===== src/rtl/fetch_redirect_unit.sv =====
// ---------------------------------------------------------------------------
// fetch_redirect_unit
//   Fetch stage plus IF/ID pipeline register. Owns the PC, addresses a
//   synchronous-read instruction memory and fills IF/ID. A taken branch
//   (Flush) redirects the PC to the resolved target and squashes the one
//   wrong-path word that is already in flight. A load-use stall freezes the
//   stage. Accepted redirects are counted in a saturating counter.
//
// Ports
//   clk           in   1       clock, all state on rising edge
//   reset         in   1       asynchronous reset, active low
//   stall         in   1       hold PC and IF/ID this cycle
//   Flush         in   1       taken branch: redirect this cycle (beats stall)
//   branch_target in   ADDR_W  redirect target, used only while Flush=1
//   inst_in       in   INST_W  imem read data for last cycle's pc_out
//   pc_out        out  ADDR_W  imem read address (the PC register)
//   if_id_pc      out  ADDR_W  IF/ID: PC of held instruction
//   if_id_inst    out  INST_W  IF/ID: instruction, NOP_INST when invalid
//   if_id_valid   out  1       IF/ID: real correct-path instruction
//   flush_count   out  CNT_W   accepted redirects, saturating
// ---------------------------------------------------------------------------
module fetch_redirect_unit #(
  parameter int unsigned        ADDR_W   = 64,
  parameter int unsigned        INST_W   = 32,
  parameter logic [ADDR_W-1:0]  RESET_PC = 64'h0,
  parameter logic [INST_W-1:0]  NOP_INST = 32'h0000_0013,
  parameter int unsigned        CNT_W    = 16
) (
  input  logic              clk,
  input  logic              reset,
  input  logic              stall,
  input  logic              Flush,
  input  logic [ADDR_W-1:0] branch_target,
  input  logic [INST_W-1:0] inst_in,
  output logic [ADDR_W-1:0] pc_out,
  output logic [ADDR_W-1:0] if_id_pc,
  output logic [INST_W-1:0] if_id_inst,
  output logic              if_id_valid,
  output logic [CNT_W-1:0]  flush_count
);

  typedef enum logic [0:0] {
    ST_RUN    = 1'b0,
    ST_SQUASH = 1'b1
  } state_t;

  // Saturating increment for the redirect counter.
  function automatic logic [CNT_W-1:0] sat_inc(input logic [CNT_W-1:0] v);
    logic [CNT_W-1:0] r;
    if (&v) begin
      r = v;
    end else begin
      r = v + {{(CNT_W-1){1'b0}}, 1'b1};
    end
    return r;
  endfunction

  state_t              r_state;
  state_t              w_next_state;
  logic [ADDR_W-1:0]   r_pc;
  logic [ADDR_W-1:0]   r_fetch_pc;
  logic [ADDR_W-1:0]   r_if_id_pc;
  logic [INST_W-1:0]   r_if_id_inst;
  logic                r_if_id_valid;
  logic [CNT_W-1:0]    r_flush_count;
  // The imem keeps reading pc_out during a stall, so the word that belongs to
  // r_fetch_pc would be overwritten by the next address's data. It is parked
  // here on the first stall cycle and consumed on the following advance.
  logic [INST_W-1:0]   r_hold_inst;
  logic                r_hold_valid;

  logic [ADDR_W-1:0]   w_pc;
  logic [ADDR_W-1:0]   w_fetch_pc;
  logic [ADDR_W-1:0]   w_if_id_pc;
  logic [INST_W-1:0]   w_if_id_inst;
  logic                w_if_id_valid;
  logic [CNT_W-1:0]    w_flush_count;
  logic [INST_W-1:0]   w_hold_inst;
  logic                w_hold_valid;
  logic [INST_W-1:0]   w_fetch_word;
  logic [ADDR_W-1:0]   w_redirect_pc;

  // Word that belongs to r_fetch_pc: the parked copy if a stall intervened.
  assign w_fetch_word  = r_hold_valid ? r_hold_inst : inst_in;
  // Targets are forced word-aligned.
  assign w_redirect_pc = branch_target & {{(ADDR_W-2){1'b1}}, 2'b00};

  // FSM state register.
  always_ff @(posedge clk or negedge reset) begin
    if (!reset) begin
      r_state <= ST_SQUASH;
    end else begin
      r_state <= w_next_state;
    end
  end

  // Next-state and datapath update; Flush beats stall, stall beats advance.
  always_comb begin
    w_next_state  = r_state;
    w_pc          = r_pc;
    w_fetch_pc    = r_fetch_pc;
    w_if_id_pc    = r_if_id_pc;
    w_if_id_inst  = r_if_id_inst;
    w_if_id_valid = r_if_id_valid;
    w_flush_count = r_flush_count;
    w_hold_inst   = r_hold_inst;
    w_hold_valid  = r_hold_valid;
    if (Flush) begin
      w_pc          = w_redirect_pc;
      w_if_id_pc    = {ADDR_W{1'b0}};
      w_if_id_inst  = NOP_INST;
      w_if_id_valid = 1'b0;
      w_hold_valid  = 1'b0;
      w_next_state  = ST_SQUASH;
      w_flush_count = sat_inc(r_flush_count);
    end else if (stall) begin
      // Park the in-flight word only once; later stall cycles keep it.
      if (!r_hold_valid) begin
        w_hold_inst  = inst_in;
        w_hold_valid = 1'b1;
      end else begin
        w_hold_inst  = r_hold_inst;
        w_hold_valid = 1'b1;
      end
    end else begin
      w_pc         = r_pc + {{(ADDR_W-3){1'b0}}, 3'd4};
      w_fetch_pc   = r_pc;
      w_hold_valid = 1'b0;
      case (r_state)
        ST_RUN: begin
          w_if_id_pc    = r_fetch_pc;
          w_if_id_inst  = w_fetch_word;
          w_if_id_valid = 1'b1;
        end
        ST_SQUASH: begin
          // The in-flight word came from a stale PC: drop it once.
          w_if_id_pc    = {ADDR_W{1'b0}};
          w_if_id_inst  = NOP_INST;
          w_if_id_valid = 1'b0;
          w_next_state  = ST_RUN;
        end
        default: begin
          w_if_id_pc    = {ADDR_W{1'b0}};
          w_if_id_inst  = NOP_INST;
          w_if_id_valid = 1'b0;
          w_next_state  = ST_SQUASH;
        end
      endcase
    end
  end

  // PC, fetch address, IF/ID, stall hold buffer and redirect counter.
  always_ff @(posedge clk or negedge reset) begin
    if (!reset) begin
      r_pc          <= RESET_PC;
      r_fetch_pc    <= RESET_PC;
      r_if_id_pc    <= {ADDR_W{1'b0}};
      r_if_id_inst  <= NOP_INST;
      r_if_id_valid <= 1'b0;
      r_flush_count <= {CNT_W{1'b0}};
      r_hold_inst   <= NOP_INST;
      r_hold_valid  <= 1'b0;
    end else begin
      r_pc          <= w_pc;
      r_fetch_pc    <= w_fetch_pc;
      r_if_id_pc    <= w_if_id_pc;
      r_if_id_inst  <= w_if_id_inst;
      r_if_id_valid <= w_if_id_valid;
      r_flush_count <= w_flush_count;
      r_hold_inst   <= w_hold_inst;
      r_hold_valid  <= w_hold_valid;
    end
  end

  assign pc_out      = r_pc;
  assign if_id_pc    = r_if_id_pc;
  assign if_id_inst  = r_if_id_inst;
  assign if_id_valid = r_if_id_valid;
  assign flush_count = r_flush_count;

endmodule


===== config.mk =====
export PLATFORM = sky130hd
export DESIGN_NAME = fetch_redirect_unit
export DESIGN_NICKNAME = d
export VERILOG_FILES = /design/src/rtl/fetch_redirect_unit.sv
export SDC_FILE = /design/constraint.sdc
export NUM_CORES = 1
export LEC_CHECK = 0
export BUFFER_PORTS_ARGS = -buffer_cell sky130_fd_sc_hd__clkbuf_2
export CORE_ASPECT_RATIO = 2
export CORE_MARGIN = 2
export CORE_UTILIZATION = 55
export DETAILED_ROUTE_END_ITERATION = 6
export HOLD_SLACK_MARGIN = 0.1
export PLACE_DENSITY = 0.82
export SLEW_MARGIN = 20
export SYNTH_ARGS = -nofsm -noshare
export SYNTH_HDL_FRONTEND = slang
export SYNTH_SLANG_ARGS = --single-unit

===== constraint.sdc =====
create_clock -name clk -period 3.8 [get_ports clk]
set_input_delay 0.38 -clock clk [delete_from_list [all_inputs] [get_ports clk]]
set_output_delay 0.38 -clock clk [all_outputs]
set_load 0.05 [all_outputs]

# ---- After elaboration in Yosys (flattened, before gate mapping)
# Index checks and enable logic that the tools add are counted.
dict set report word_totals {
  regBits 275
  output_inout_bits 177
  rom_bits 0
  wordCells 36
  ram_bits 0
  latchBits 0
  n_memories 0
}
dict set report classes {
  n_reduce_logical 4
  shift 0
  n_addsub 2
  eq_ne 1
  bitwise_logic 4
  n_lt_le_gt_ge 0
  n_mux 16
  div_mod_pow 0
  mul 0
}
# op count
set op_table {}
lappend op_table {{2-to-1 mux 64 bit} 4}
lappend op_table {{case mux 64 bit (2 select lines)} 1}
lappend op_table {{2-to-1 mux 32 bit} 3}
lappend op_table {{adder 64 x 3 -> 64 bit, second input constant} 1}
lappend op_table {{case mux 32 bit (2 select lines)} 1}
lappend op_table {{adder 16 x 1 -> 16 bit, second input constant} 1}
lappend op_table {{AND reduction 16 bit} 1}
lappend op_table {{2-to-1 mux 1 bit} 6}
lappend op_table {{AND reduction 2 bit} 3}
lappend op_table {{inverter 1 bit} 4}
lappend op_table {{!= test 2 x 1 -> 1 bit, second input constant} 1}
lappend op_table {{case mux 1 bit (2 select lines)} 1}

# ---- Longest topological paths before layout
# Gate-level depths: netlist (run 1).
dict set report depth {
  word_depth 4
  ltp_mapped 8
  mapped_depth_nobuf 6
}

# ---- Worst setup path after synthesis (run 1)
# Ideal clock, no wire load.
dict set report synth_timing {
  path_kind {register to register}
  startpoint {register r_pc[8], in the netlist pc_out[8]}
  endpoint {register r_pc[59], in the netlist pc_out[59]}
  setup_slack_ns 0.927
  required_ns 3.718
  arrival_ns 2.791
  path_buffers 2
  stages_incl_launch_ff 8
  path_cell_list {dfrtp_1 > nand3_1 > or4_1 > buf_2 > or4_4 > buf_6 > or3_1 > a31oi_1}
}
dict set report synth_via {
  elab_chain_len 3
}
# element line
set synth_rtl {}
lappend synth_rtl {{start: declaration} 60} ;# logic [ADDR_W-1:0] r_pc;
lappend synth_rtl {{start signal: assignment} 164} ;# r_pc <= w_pc;
lappend synth_rtl {{adder 64 x 3 -> 64 bit} 126} ;# w_pc = r_pc + {{(ADDR_W-3){1'b0}}, 3'd4};
lappend synth_rtl {{2-to-1 mux 64 bit} 116} ;# end else if (stall) begin
lappend synth_rtl {{2-to-1 mux 64 bit} 108} ;# if (Flush) begin
# No other way between the ends. The select of a mux whose other input is x is not followed.
# A chain may end at the register's enable or synchronous reset.

# ---- Final worst setup path (run 1)
dict set report layout_timing {
  startpoint {register r_pc[12], in the netlist pc_out[12]}
  endpoint {register r_pc[55], in the netlist pc_out[55]}
}
# The elaborated chain is that of the path after synthesis.

==> impl_metrics.csv, run 1 <==
group,metric,value,unit
floorplan,core.rowCount,75,
final_layout,final_cell_mix,"clkbuf_2, dfrtp_1, nand2_1",
final_layout,area_growth_syn_to_layout,26.89,%
routing,drc,0,
critical_path,crit_slowest_cell,"or4_1",
power,p_per_area,509.5,nW/um^2
routing,vias,9465,
routing,drtPass1Iterations,5,
critical_path,crit_type,"reg -> reg",
critical_path,critPathCaptureType,"flip-flop",
final_layout,fin_nets,1416,
routing,viasPerCell,5.905,
timing,final-setup-viol-count,0,
timing,slew_headroom,26.50,%
timing,fmax,333.3,MHz
grt,grtUsageMet1,34.27,%
routing,wl_per_cell,20.75,um
routing,dr.first_iter.drc_count,612,
timing,maxSlewViolCount,0,
power,power,7533,uW
final_layout,seqCellArea,6766,um^2
logic_synthesis,async_reset_ff_share,100.0,%
placement,place_congestion,0.8507,
run,drv_cap,0,
cts,cts_buffers,24,
cts,post_cts_buffers,0,
grt,overflow,0,
power,p_leak,0.006830,uW
outcome,outcome,"completed",
critical_path,cp_max_fo,14,
critical_path,path_buf_inv,0,
grt,antenna_found_initial,2,
logic_synthesis,synth_edf_count,0,
cts,cts_buffer_depth,3,
floorplan,start_util,55.68,%
critical_path,crit_path_frequent_cell,"or4_1",
cts,htreeDepth,1,
power,p_clk_share,34.3,%
grt,grt_pass1_vias,9823,
logic_synthesis,yosysUniqueCellTypes,45,
floorplan,num_io_pins,277,
critical_path,required,4.25,ns
floorplan,coreArea,20930,um^2
logic_synthesis,syn_area_per_cell,11.67,um^2
final_layout,nFillCells,1482,
timing,grt_setup_unrepaired,"false",
final_layout,layout-drive-gt1-share,33.18,%
floorplan,die_w,106.9,um
routing,ant_nets,0,
routing,routed_wl,33260,um
timing,skew,0.01499,ns
cts,cts_sinks,270,
logic_synthesis,seq_area_frac_synth,58.06,%
logic_synthesis,synthFlopType,"dfrtp_1",
cts,cts-root-buf,"clkbuf_16",
timing,final-hold-violation-count,0,
cts,cts_tree,"built",
critical_path,cpPeakStageDelay,0.77,ns
grt,grtUsageMet2,51.77,%
logic_synthesis,synth-seq-cells,270,
timing,worst_slew_pin_slew,1.092,ns
critical_path,arrival,3.45,ns
final_layout,layout_commonest_cell,"clkbuf_2",
grt,grt_usage,29.85,%
grt,met3_usage,4.627,%
placement,io_buffers,272,
cts,clk_pin_slew,0.07,ns
grt,grt_max_degree,104,
power,sw_frac_of_total,31.20,%
critical_path,crit_chain,"nand4_1, or4_1, or4_4, or4_1, a31oi_1",
power,intPower,5183,uW
power,p_seq_share,46.7,%
power,p_sw,2350,uW
final_layout,multi_input_area,4637,um^2
critical_path,critPathTopFamily,"simple AND/OR/NAND/NOR gates",
floorplan,die_area,22430,um^2
logic_synthesis,netlist_area,11650,um^2
cts,insertion_delay,0.53,ns
critical_path,cp-start-kind,"flip-flop",
placement,hpwlAfterDp,21990,um
hold_path,hp-class,"in -> reg",
timing,setup_tns,0,ns
grt,grt_pass1_wl,52390,um
floorplan,fp.dieH,209.8,um
power,combPwrFrac,19.0,%
logic_synthesis,yosys_warnings,0,
timing,finalCritPeriodShare,78.97,%
timing,min_period,3.001,ns
grt,busiest_layer,"met2",
logic_synthesis,synthCells,998,
power,peakVddDrop,0.0005159,V
-- cells in the mapped netlist (14+ instances only) --
cell type / number / area (um^2)
dfrtp_1: 263 / 6581
nand2_1: 112 / 420.4
mux2_2: 96 / 1081
o21ai_0: 80 / 400.4
a22o_1: 62 / 543.0
clkbuf_1: 48 / 180.2
mux2i_1: 33 / 330.3
nand4_1: 33 / 206.5
nor2_1: 30 / 112.6
xor2_1: 29 / 254.0
nand3_1: 27 / 135.1
xnor2_1: 24 / 210.2
nor4_1: 14 / 87.58
-- cell families (layout without fill, tap and decap cells) --
group	count (synthesis)	count (layout)	share of synthesized area, %
AND/OR/NAND/NOR	297	297	12.94
flip-flops	270	270	58.06
AO/OA/AOI/OAI	178	178	10.28
multiplexers	129	129	12.11
buffers and inverters	68	401	2.373
XOR/XNOR	53	53	3.984
adder cells (fa/ha/maj)	2	2	0.2147
other	1	4	0.03219
-- worst paths after layout --
kind,to,slack [ns],startpoint,cells past startpoint
hold reg to reg,if_id_valid$_DFFE_PN0N_,0.48,if_id_valid$_DFFE_PN0N_,2
setup / recovery,pc_out[55]$_DFFE_PN0N_,0.80,pc_out[12]$_DFFE_PN0N_,5
hold / removal,pc_out[50]$_DFFE_PN0N_,0.10,branch_target[50],2
max in group asynchronous,r_state$_DFFE_PN1N_,2.36,reset,3
min in group asynchronous,r_fetch_pc[21]$_DFFE_PN0P_,0.48,reset,2
setup reg to reg,pc_out[55]$_DFFE_PN0N_,0.80,pc_out[12]$_DFFE_PN0N_,5
-- per-layer routing --
layer,share of wire [%],wire length [um],vias to the layer above
li1,-,-,4240
met1,36,11950,4683
met2,52,17260,399
met3,5.6,1870,143
met4,6.5,2177,0
met5,0,0,-
-- power groups by stage --
stage	registers, uW	clock network [uW]	logic [uW]
2_1_floorplan	3960	0	486
3_3_place_gp	3520	0	1330
3_5_place_dp	3550	0	1360
4_1_cts	3500	2610	1420
5_1_grt	3560	2740	1510
6_report	3520	2580	1430
-- repair_timing --
item                                   CTS  global route
endpoints found under the hold margin  161             0
resized for setup                        0             0
hold buffers                            64             0
-- registers in the layout, indices dropped and copies added, names as in the netlist --
signal	count
flush_count	16
r_fetch_pc	62
pc_out	62
if_id_inst	32
if_id_valid	1
r_hold_valid	1
if_id_pc	63
r_state	1
r_hold_inst	32
-- area by class of cell --
class / count / share of cell area, %
Antenna cell: 2 / 0.03385
Clock buffer: 37 / 5.078
Clock inverter: 7 / 0.5924
Inverter: 6 / 0.1608
Multi-Input combinational cell: 661 / 31.36
Sequential cell: 270 / 45.77
Tap cell: 269 / 2.277
Timing Repair Buffer: 351 / 14.73
-- through the flow --
stage | worst slack, ns | instances | utilization [%] | cell area [um^2] | hold WS, ns
floorplan | 0.9267 | 999 | - | 11650 | 0.08441
global placement | 0.8208 | 1493 | 63.56 | 13300 | 0.4608
detailed placement | 0.7600 | 1493 | 63.56 | 13300 | 0.4672
CTS | 0.8169 | 1601 | 70.62 | 14780 | 0.1010
global route | 0.6450 | 1603 | 70.65 | 14780 | 0.1080
finish | 0.7993 | 1603 | 70.65 | 14780 | 0.1001
Power figures use the tool's default switching activity.
==> run 2: changes to the inputs <==
Settings changed: CORE_UTILIZATION 55 to 54, PLACE_DENSITY 0.82 to 0.8.
Clock period 3.8 ns to 3.1 ns, I/O delays scaled along.
==> run 2 against run 1 <==
Via count increased by 1.2%; die area grew 1.8%; routed wire length decreased by 2.6%; sequential cell count is the same; global-route usage is 1.4 points lower; sequential power up 22%; count of clock-buffer cells in the layout fell by 7; largest power group unchanged; utilization down 0.12 points; power is 19% higher; worst hold slack better by 0.037 ns; non-clock buffer count increased by 46; largest cell class unchanged; maximum frequency increased by 10%.
==> impl_metrics.csv, run 2 (synthesized netlist as in run 1, its figures left out) <==
group,metric,value,unit
grt,overflow,0,
final_layout,layout-drive-gt1-share,33.14,%
outcome,outcome,"completed",
cts,cts_buffers,23,
final_layout,layout_commonest_cell,"clkbuf_2",
hold_path,hp-class,"in -> reg",
timing,fmax,366.7,MHz
timing,final-setup-viol-count,0,
cts,insertion_delay,0.53,ns
final_layout,nFillCells,1517,
placement,hpwlAfterDp,21790,um
final_layout,final_core_util,70.53,%
routing,drtPass1Iterations,5,
routing,ant_nets,0,
placement,place_congestion,0.8796,
critical_path,crit_type,"reg -> reg",
critical_path,arrival,3.18,ns
critical_path,critPathCaptureType,"flip-flop",
power,peakVddDrop,0.0005228,V
timing,finalCritPeriodShare,87.97,%
routing,dr.first_iter.drc_count,562,
cts,cts_tree,"built",
cts,htreeDepth,1,
final_layout,fin_nets,1461,
final_layout,final_cell_mix,"clkbuf_2, dfrtp_1, nand2_1",
floorplan,start_util,54.46,%
final_layout,area_growth_syn_to_layout,29.51,%
timing,skew,0.01707,ns
cts,postCtsHoldBufs,94,
power,p_leak,0.006973,uW
final_layout,largest_reg_flops,63,
grt,grt_max_degree,88,
cts,cts_buffer_depth,3,
routing,vias,9579,
floorplan,coreArea,21400,um^2
routing,routed_wl,32390,um
critical_path,r2r_cells,5,
floorplan,fp.dieH,211.7,um
floorplan,num_io_pins,277,
hold_path,whs_path_depth,4,
timing,worst_slew_pin_slew,0.9965,ns
grt,grt_usage,28.47,%
cts,cts-root-buf,"clkbuf_16",
timing,setup_tns,0,ns
critical_path,cp-start-kind,"flip-flop",
placement,io_buffers,272,
grt,grt_pass1_vias,9777,
cts,post_cts_buffers,0,
grt,grt_pass1_wl,51220,um
power,p_per_area,593.1,nW/um^2
routing,wl_per_cell,19.64,um
timing,min_period,2.727,ns
floorplan,core.rowCount,76,
timing,slew_headroom,33.56,%
final_layout,n_antenna_cell,0,
cts,ctsResizeCount,0,
timing,maxSlewViolCount,0,
routing,drc,0,
timing,grt_setup_unrepaired,"false",
critical_path,cp_max_fo,14,
cts,clk_pin_slew,0.07,ns
critical_path,required,3.55,ns
cts,cts_sinks,270,
run,drv_cap,0,
timing,final-hold-violation-count,0,
floorplan,die_w,107.9,um
grt,antenna_found_initial,0,
routing,viasPerCell,5.809,
floorplan,die_area,22840,um^2
==> run 2: critical path, cell delays in order (launching register included) <==
cell	delay (ns)
dfrtp_1	0.44
nand3_1	0.27
or4_1	0.63
or4_4	0.64
or4_1	0.50
a31oi_1	0.17
==> run 2: final cells by class <==
type / count / area (um^2) / share of cell area [%]
Sequential cell: 270 / 6766 / 44.84
Multi-Input combinational cell: 661 / 4637 / 30.73
Timing Repair Buffer: 397 / 2585 / 17.13
Clock buffer: 30 / 631.9 / 4.187
Tap cell: 273 / 341.6 / 2.264
Clock inverter: 12 / 103.9 / 0.6882
Inverter: 6 / 23.77 / 0.1575
==> run 2: metal layers <==
metal  share of wire [%]  global-route usage [%]  up-vias
li1                    -                       -     4334
met1                  36                   32.53     4729
met2                  52                   50.36      413
met3                 6.2                   5.172      103
met4                 5.0                   14.10        0
met5                   0                       0        -
==> run 2: final timing paths <==
kind,from,end,slack [ns]
max in group asynchronous,reset,r_fetch_pc[35]$_DFFE_PN0P_,1.76
min reg2reg,r_fetch_pc[56]$_DFFE_PN0P_,r_fetch_pc[56]$_DFFE_PN0P_,0.48
min in group asynchronous,reset,if_id_valid$_DFFE_PN0N_,0.35
max,pc_out[8]$_DFFE_PN0N_,pc_out[55]$_DFFE_PN0N_,0.37
min,branch_target[27],pc_out[27]$_DFFE_PN0N_,0.14
max reg2reg,pc_out[8]$_DFFE_PN0N_,pc_out[55]$_DFFE_PN0N_,0.37
==> run 2: through the flow <==
stage / cells / cell area, um^2 / setup slack [ns] / hold WS [ns] / total power, uW
final: 1649 / 15090 / 0.3731 / 0.1372 / 8949
after global routing: 1649 / 15090 / 0.2439 / 0.1146 / 9320
after CTS: 1649 / 15090 / 0.3880 / 0.1083 / 9001
after detailed placement: 1513 / 13410 / 0.3928 / 0.3477 / 6031
after global placement: 1513 / 13410 / 0.4122 / 0.3462 / 5968
after floorplan: 999 / 11650 / 0.2267 / 0.01441 / 5447
==> run 2: where the power goes <==
group	switching, uW	leakage (uW)	internal, uW
Clock	1330	0.000357	1540
Combinational	1170	0.00323	627
Sequential	359	0.00338	3920
